`src/rtl/morse_char_decoder.sv`:
```
// morse_char_decoder
// Collects dot/dash symbols from the push-button Morse symbol detector into a
// pattern of up to five symbols and, on a character space, translates the
// pattern into an uppercase ASCII character using the ITU Morse table.
//
// Ports
//   clk        system clock
//   rst        asynchronous, active-high reset
//   sym_in     symbol: 00 idle, 01 dot, 10 dash, 11 character space
//   char_out   ASCII code of the last decoded character (held between strobes)
//   char_valid one-cycle strobe, char_out has just been updated
//   err        one-cycle strobe with char_valid when the pattern was unmapped
//              or overflowed (char_out = '?')
//   sym_count  number of symbols buffered for the current character (0-5)
//   busy       high while a character is being collected
module morse_char_decoder (
   input  logic       clk,
   input  logic       rst,
   input  logic [1:0] sym_in,
   output logic [7:0] char_out,
   output logic       char_valid,
   output logic       err,
   output logic [2:0] sym_count,
   output logic       busy
);

   typedef enum logic [1:0] {
      IDLE     = 2'd0,
      COLLECT  = 2'd1,
      OVERFLOW = 2'd2
   } state_t;

   state_t     state, state_nx;
   logic [4:0] pat, pat_nx;
   logic [2:0] len, len_nx;
   logic [7:0] char_nx;
   logic       valid_nx;
   logic       err_nx;

   // Returns {err, ascii}. The key is {len, pat}; pat holds the first symbol
   // at bit len-1 and the latest at bit 0 (dot = 0, dash = 1). Bits above
   // len-1 are always zero because pat is cleared between characters.
   function automatic logic [8:0] morse_lookup(input logic [2:0] l, input logic [4:0] p);
      logic [8:0] r;
      case ({l, p})
         {3'd1, 5'b00000}: r = {1'b0, 8'h45}; // E .
         {3'd1, 5'b00001}: r = {1'b0, 8'h54}; // T -
         {3'd2, 5'b00000}: r = {1'b0, 8'h49}; // I ..
         {3'd2, 5'b00001}: r = {1'b0, 8'h41}; // A .-
         {3'd2, 5'b00010}: r = {1'b0, 8'h4E}; // N -.
         {3'd2, 5'b00011}: r = {1'b0, 8'h4D}; // M --
         {3'd3, 5'b00000}: r = {1'b0, 8'h53}; // S
         {3'd3, 5'b00001}: r = {1'b0, 8'h55}; // U
         {3'd3, 5'b00010}: r = {1'b0, 8'h52}; // R
         {3'd3, 5'b00011}: r = {1'b0, 8'h57}; // W
         {3'd3, 5'b00100}: r = {1'b0, 8'h44}; // D
         {3'd3, 5'b00101}: r = {1'b0, 8'h4B}; // K
         {3'd3, 5'b00110}: r = {1'b0, 8'h47}; // G
         {3'd3, 5'b00111}: r = {1'b0, 8'h4F}; // O
         {3'd4, 5'b00000}: r = {1'b0, 8'h48}; // H
         {3'd4, 5'b00001}: r = {1'b0, 8'h56}; // V
         {3'd4, 5'b00010}: r = {1'b0, 8'h46}; // F
         {3'd4, 5'b00100}: r = {1'b0, 8'h4C}; // L
         {3'd4, 5'b00110}: r = {1'b0, 8'h50}; // P
         {3'd4, 5'b00111}: r = {1'b0, 8'h4A}; // J
         {3'd4, 5'b01000}: r = {1'b0, 8'h42}; // B
         {3'd4, 5'b01001}: r = {1'b0, 8'h58}; // X
         {3'd4, 5'b01010}: r = {1'b0, 8'h43}; // C
         {3'd4, 5'b01011}: r = {1'b0, 8'h59}; // Y
         {3'd4, 5'b01100}: r = {1'b0, 8'h5A}; // Z
         {3'd4, 5'b01101}: r = {1'b0, 8'h51}; // Q
         {3'd5, 5'b11111}: r = {1'b0, 8'h30}; // 0
         {3'd5, 5'b01111}: r = {1'b0, 8'h31}; // 1
         {3'd5, 5'b00111}: r = {1'b0, 8'h32}; // 2
         {3'd5, 5'b00011}: r = {1'b0, 8'h33}; // 3
         {3'd5, 5'b00001}: r = {1'b0, 8'h34}; // 4
         {3'd5, 5'b00000}: r = {1'b0, 8'h35}; // 5
         {3'd5, 5'b10000}: r = {1'b0, 8'h36}; // 6
         {3'd5, 5'b11000}: r = {1'b0, 8'h37}; // 7
         {3'd5, 5'b11100}: r = {1'b0, 8'h38}; // 8
         {3'd5, 5'b11110}: r = {1'b0, 8'h39}; // 9
         default:          r = {1'b1, 8'h3F}; // '?'
      endcase
      return r;
   endfunction

   always_ff @(posedge clk or posedge rst) begin
      if (rst) begin
         state      <= IDLE;
         pat        <= 5'd0;
         len        <= 3'd0;
         char_out   <= 8'h00;
         char_valid <= 1'b0;
         err        <= 1'b0;
      end else begin
         state      <= state_nx;
         pat        <= pat_nx;
         len        <= len_nx;
         char_out   <= char_nx;
         char_valid <= valid_nx;
         err        <= err_nx;
      end
   end

   always_comb begin
      state_nx = state;
      pat_nx   = pat;
      len_nx   = len;
      char_nx  = char_out;
      valid_nx = 1'b0;
      err_nx   = 1'b0;
      case (state)
         IDLE: begin
            // A space with an empty buffer (including repeated spaces from
            // the detector) is ignored here.
            if (sym_in == 2'b01 || sym_in == 2'b10) begin
               pat_nx   = {4'b0000, sym_in[1]};
               len_nx   = 3'd1;
               state_nx = COLLECT;
            end
         end
         COLLECT: begin
            if (sym_in == 2'b01 || sym_in == 2'b10) begin
               if (len < 3'd5) begin
                  pat_nx = {pat[3:0], sym_in[1]};
                  len_nx = len + 3'd1;
               end else begin
                  state_nx = OVERFLOW;
               end
            end else if (sym_in == 2'b11) begin
               {err_nx, char_nx} = morse_lookup(len, pat);
               valid_nx = 1'b1;
               pat_nx   = 5'd0;
               len_nx   = 3'd0;
               state_nx = IDLE;
            end
         end
         OVERFLOW: begin
            if (sym_in == 2'b11) begin
               char_nx  = 8'h3F;
               valid_nx = 1'b1;
               err_nx   = 1'b1;
               pat_nx   = 5'd0;
               len_nx   = 3'd0;
               state_nx = IDLE;
            end
         end
         default: state_nx = IDLE;
      endcase
   end

   assign sym_count = len;
   assign busy      = (state != IDLE);

endmodule

```
`config.mk`:
```
export PLATFORM = sky130hd
export DESIGN_NAME = morse_char_decoder
export DESIGN_NICKNAME = d
export VERILOG_FILES = /design/src/rtl/morse_char_decoder.sv
export SDC_FILE = /design/constraint.sdc
export NUM_CORES = 1
export LEC_CHECK = 0
export ABC_CLOCK_PERIOD_IN_PS = 2150
export BUFFER_PORTS_ARGS = -buffer_cell sky130_fd_sc_hd__buf_2
export CORE_AREA = 3 3 60 62
export DETAILED_ROUTE_END_ITERATION = 8
export DIE_AREA = 0 0 63 65
export PLACE_DENSITY = 0.84
export SLEW_MARGIN = 5
export SYNTH_ARGS = -nofsm -noshare
export SYNTH_HDL_FRONTEND = slang
export SYNTH_SLANG_ARGS = --single-unit
```
`constraint.sdc`:
```
create_clock -name clk -period 2.15 [get_ports clk]
set_input_delay 0.43 -clock clk [delete_from_list [all_inputs] [get_ports clk]]
set_output_delay 0.43 -clock clk [all_outputs]
set_load 0.02 [all_outputs]
```
* Word level (Yosys, flattened, before mapping)
Cells that the tools add are included.
Word-level totals: memories 0, bits in registers 20, bits in latches 0, memory bits (read-only) 0, output and inout port bits 14, RAM bits 0
Cells by class: div/mod/pow operators 0, multiplexer cells 26, bitwise gates (word level) 0, shifts and indexed selects 0, add/subtract/negate cells 1, equality and inequality tests 47, multipliers 0, reductions and logical operators 8, $lt $le $gt $ge 1
Operators with widths (number):
- $pmux 9 s36 | 1
- $eq 8x8->1 const B | 22
- $eq 8x7->1 const B | 12
- $mux 8 | 3
- $mux 5 | 4
- $eq 8x6->1 const B | 2
- $pmux 8 s2 | 1
- $pmux 5 s3 | 1
- $mux 3 | 4
- $pmux 3 s3 | 1
- $mux 2 | 4
- $ne 2x2->1 const B | 4
- $eq 2x2->1 const B | 3
- $ne 3x3->1 const B | 2
- $pmux 2 s3 | 1
- $eq 2x1->1 const B | 2
- $mux 1 | 4
- $pmux 1 s2 | 2
- $reduce_and 4->1 | 1
- $reduce_bool 2->1 | 2
- $add 3x1->3 const B | 1
- $lt 3x3->1 const B | 1
- $reduce_and 3->1 | 1
- $reduce_bool 3->1 | 1
- 3 further kinds | 3

* Depth between registers and ports, before layout
depth after elaboration 5, gate-level depth with buffers 7, mapped depth without buffers 7

* Worst setup path before layout
Ideal clock, no wire load.
path kind input -> register, from input port sym_in[0], to register char_out[0], buffers on the path 0, stages 5, setup time 0.126 ns, arrival time 1.842 ns, setup slack 0.182 ns, cell sequence ha_1 > or2b_2 > nor3b_1 > o21ai_2 > o32a_1
Between the ends: word-level cells in the longest chain between the ends 4
Ends and longest elaborated chain:
- from (decl) | line 19 | input logic [1:0] sym_in,
- $eq 2x1->1 or $eq 2x2->1 (tied branches) | line 123 | if (sym_in == 2'b01 || sym_in == 2'b10) begin
- $logic_or 1x1->1 | line 123
- $ne 2x2->1 (no line)
- $reduce_and 4->1 (no line) *
- to (signal assigned) | line 99 | char_out <= char_nx;
- to (decl) | line 20 | output logic [7:0] char_out,
Every way passes the cells marked *; elsewhere a longest branch is shown, timed or not. A chain may end at the register's enable or synchronous reset.

* Final worst setup path
from register state[1], to register char_out[3]
Between the ends: word-level cells in the longest chain between the ends 3
Ends and longest elaborated chain:
- from (decl) | line 33 | state_t state, state_nx;
- from (signal assigned) | line 96 | state <= state_nx;
- $eq 2x1->1 or $eq 2x2->1 (tied branches) | line 112 | case (state)
- $ne 2x2->1 (no line) or $reduce_bool 2->1 (tied branches)
- $reduce_and 4->1 (no line)
Several ways; a longest one is shown, not always the timed one.

==> impl_metrics.csv <==
group,metric,value,unit
worst_setup_path,rrSetupSlack,0.13,ns
route,drt_iter0_drc,268,
placement,numPortBuffers,16,
power_and_ir_drop,p_int,1.16,mW
sta,finalHoldViolCount,0,
cts,clock-sinks,19,
logic_synthesis,synthesis.area,0.00177,mm^2
power_and_ir_drop,power.leakage,0.823,nW
logic_synthesis,syn_area_per_cell,8.58,um^2
route,drt_wl_total,4140,um
logic_synthesis,synth_flop_cell,"dfrtp_1",
global_routing,grt_max_degree,20,
global_routing,grt_pass1_vias,1501,
power_and_ir_drop,combPwrFrac,0.639,
power_and_ir_drop,power.total,2.31,mW
cts,clockBufferDepth,2,
sta,fin_crit_sh,0.940,
sta,rsz0062_at_grt,"yes",
cts,clockRootBuffer,"clkbuf_4",
logic_synthesis,synth-seq-cells,19,
logic_synthesis,synthCells,206,
power_and_ir_drop,swShare,0.498,
run,drv_cap,0,
final_layout,finalNetCount,238,
power_and_ir_drop,ir_worst_vdd,0.967,mV
final_layout,layout-drive-gt1-share,0.270,
floorplanning,die_w,63,um
final_layout,postLayoutCellArea,0.00195,mm^2
power_and_ir_drop,seq_power_share,0.282,
placement,placed_area,0.00191,mm^2
worst_setup_path,crit_start,"state[1]$_DFFE_PP0P_",
logic_synthesis,synthDistinctLibCells,59,
route,drcViolationCount,0,
final_layout,area_delta_synth_final,10.0,%
worst_setup_path,worstSetupPathType,"register to register",
power_and_ir_drop,clock_power_share,0.079,
floorplanning,ios,18,
worst_setup_path,rr_endpoint,"char_out[3]$_DFFE_PP0P_",
power_and_ir_drop,powerDensity,1190,mW/mm^2
sta,whs,0.221,ns
logic_synthesis,seq_area_frac_synth,0.269,
worst_setup_path,crit_path_end_kind,"register",
worst_setup_path,cp_data_required_time,2.35,ns
sta,setup_viol,0,
route,viasPerCell,6.20,
worst_setup_path,cp_data_arrival_time,2.22,ns
floorplanning,fp-row-count,20,
logic_synthesis,synth_edf_count,0,
sta,tightestPinTransition,0.721,ns
floorplanning,core-area,0.00308,mm^2
status,status,"completed",
logic_synthesis,ys_warn_count,0,
cts,cts_hold_buffers,0,
global_routing,grt_usage,0.211,
global_routing,grt_antenna_before_repair,0,
power_and_ir_drop,p_switching,1.15,mW
cts,tritoncts,"built",
route,drtAntennaViolNets,0,
route,vias,1674,
logic_synthesis,synth-async-reset-ratio,1.00,
placement,routabilityCongestion,0.959,
route,wl_per_cell,15.3,um
sta,period_needed,2.02,ns
sta,fmax,495,MHz
final_layout,n_antenna_cell,0,
hold_path,holdCritPathClass,"input pin to asynchronous set/reset pin",
worst_setup_path,startpoint_type,"register",
final_layout,final_cell_mix,"buf_4, nor2_1, dfrtp_1, buf_2, o21ai_0",
sta,setup_tns,0,ns
route,drtPass1Iterations,5,
cts,numCtsBuffers,3,
sta,finClkSkew,0.0102,ns
worst_setup_path,endpoint,"char_out[3]$_DFFE_PP0P_",
worst_setup_path,rr_worst_depth,7,
global_routing,grt.overflow.total,0,
final_layout,finalNonFillerCells,270,
floorplanning,initial_core_util,0.574,
worst_setup_path,crit_fanout,5,
cts,clk_pin_slew_worst_paths,0.11,ns
worst_setup_path,r2r_start,"state[1]$_DFFE_PP0P_",
sta,max_slew_margin,0.519,
floorplanning,die_area,0.00410,mm^2
placement,place_inst,266,
cts,h-tree-depth,1,
cts,worstSkewPairLatency,0.30,ns
floorplanning,die_y,65,um
logic_synthesis,syn-num-nets,217,
final_layout,final_common_cell,"buf_4",
placement,dpl.hpwl,3050,um
global_routing,grt_pass1_wl,7000,um
sta,drv_slew,0,
## flip-flops by register name (all words and copies together) (netlist names)
signal      count
pat             5
sym_count       3
char_valid      1
char_out        7
err             1
state           2
## worst max-delay path, cell delays in order, from the launching register on
cell and delay [ns]:
dfrtp_1 0.41, inv_1 0.10, ha_1 0.24, or2b_2 0.34, nor3b_1 0.24, buf_4 0.16, o21ai_2 0.08, o32a_1 0.36
## worst min-delay path by stage
| stage | start | to | depth (start not counted) |
|---|---|---|---|
| after floorplan | rst | char_out[0]$_DFFE_PP0P_ | 1 |
| final | rst | char_out[6]$_DFFE_PP0P_ | 2 |
| after CTS | rst | char_out[6]$_DFFE_PP0P_ | 2 |
| after detailed placement | char_out[1]$_DFFE_PP0P_ | char_out[1]$_DFFE_PP0P_ | 1 |
| after global routing | rst | char_out[1]$_DFFE_PP0P_ | 2 |
| after global placement | char_out[5]$_DFFE_PP0P_ | char_out[5]$_DFFE_PP0P_ | 1 |
## cells in the mapped netlist (3+ instances only)
cell type | instances | area, um^2
clkbuf_1 | 4 | 15.0
and4bb_2 | 3 | 37.5
o21ai_0 | 13 | 65.1
o32a_1 | 4 | 40.0
nor2b_1 | 8 | 50.1
nand2b_1 | 4 | 25.0
buf_2 | 6 | 30.0
nand3_1 | 5 | 25.0
o211ai_1 | 4 | 30.0
a21oi_1 | 10 | 50.1
clkbuf_8 | 3 | 41.3
dfrtp_1 | 19 | 475
a22o_1 | 10 | 87.6
a32oi_1 | 3 | 26.3
buf_4 | 5 | 37.5
a31oi_1 | 5 | 31.3
nand2_1 | 9 | 33.8
nor3_1 | 8 | 40.0
nor2_1 | 16 | 60.1
nand3b_1 | 4 | 30.0
inv_1 | 9 | 33.8
or2_2 | 4 | 25.0
ha_1 | 7 | 87.6
## routing by layer
metal | share of wire | vias to the layer above | track usage | wire [um]
li1 | - | 806 | - | -
met1 | 0.45 | 788 | 0.297 | 1860
met3 | 0.064 | 6 | 0.0381 | 266
met2 | 0.47 | 74 | 0.332 | 1950
met4 | 0.016 | 0 | 0.0579 | 68
met5 | 0 | - | 0 | 0
## per-stage QoR
step	util	worst slack (ns)
2_1_floorplan	-	0.182
3_3_place_gp	0.621	0.112
3_5_place_dp	0.621	0.0405
4_1_cts	0.630	0.0920
5_1_grt	0.632	-0.00626
6_report	0.632	0.129
## cell type report
| type | instances | area, um^2 |
|---|---|---|
| clock inverter | 1 | 5.00 |
| timing repair buffer | 35 | 223 |
| tap | 44 | 55.1 |
| multi-input combinational | 159 | 1130 |
| fill | 259 | 1130 |
| sequential | 19 | 479 |
| clock buffer | 3 | 22.5 |
| inverter | 9 | 33.8 |
## power by group through the flow
| stage | combinational [mW] | clock, mW | sequential, mW |
|---|---|---|---|
| after floorplan | 1.06 | 0 | 0.659 |
| after global placement | 1.43 | 0 | 0.649 |
| after detailed placement | 1.45 | 0 | 0.653 |
| after CTS | 1.46 | 0.185 | 0.645 |
| after global routing | 1.63 | 0.202 | 0.681 |
| final | 1.47 | 0.183 | 0.650 |
## logic make-up after synthesis
logic type / count (synthesis) / share of synthesized area
compound gates: 68 / 0.281
xor+xnor: 2 / 0.00991
fa+ha+maj: 7 / 0.0495
buf+inv: 28 / 0.0955
flops: 19 / 0.269
mux: 1 / 0.00566
other cells: 1 / 0.00212
simple gates: 80 / 0.287
## timing repair
action                                  in CTS  in global routing
endpoints found under the setup margin       0                  7
setup buffers                                0                  0
resized for setup                            0                  5
Power figures use the tool's default switching activity.
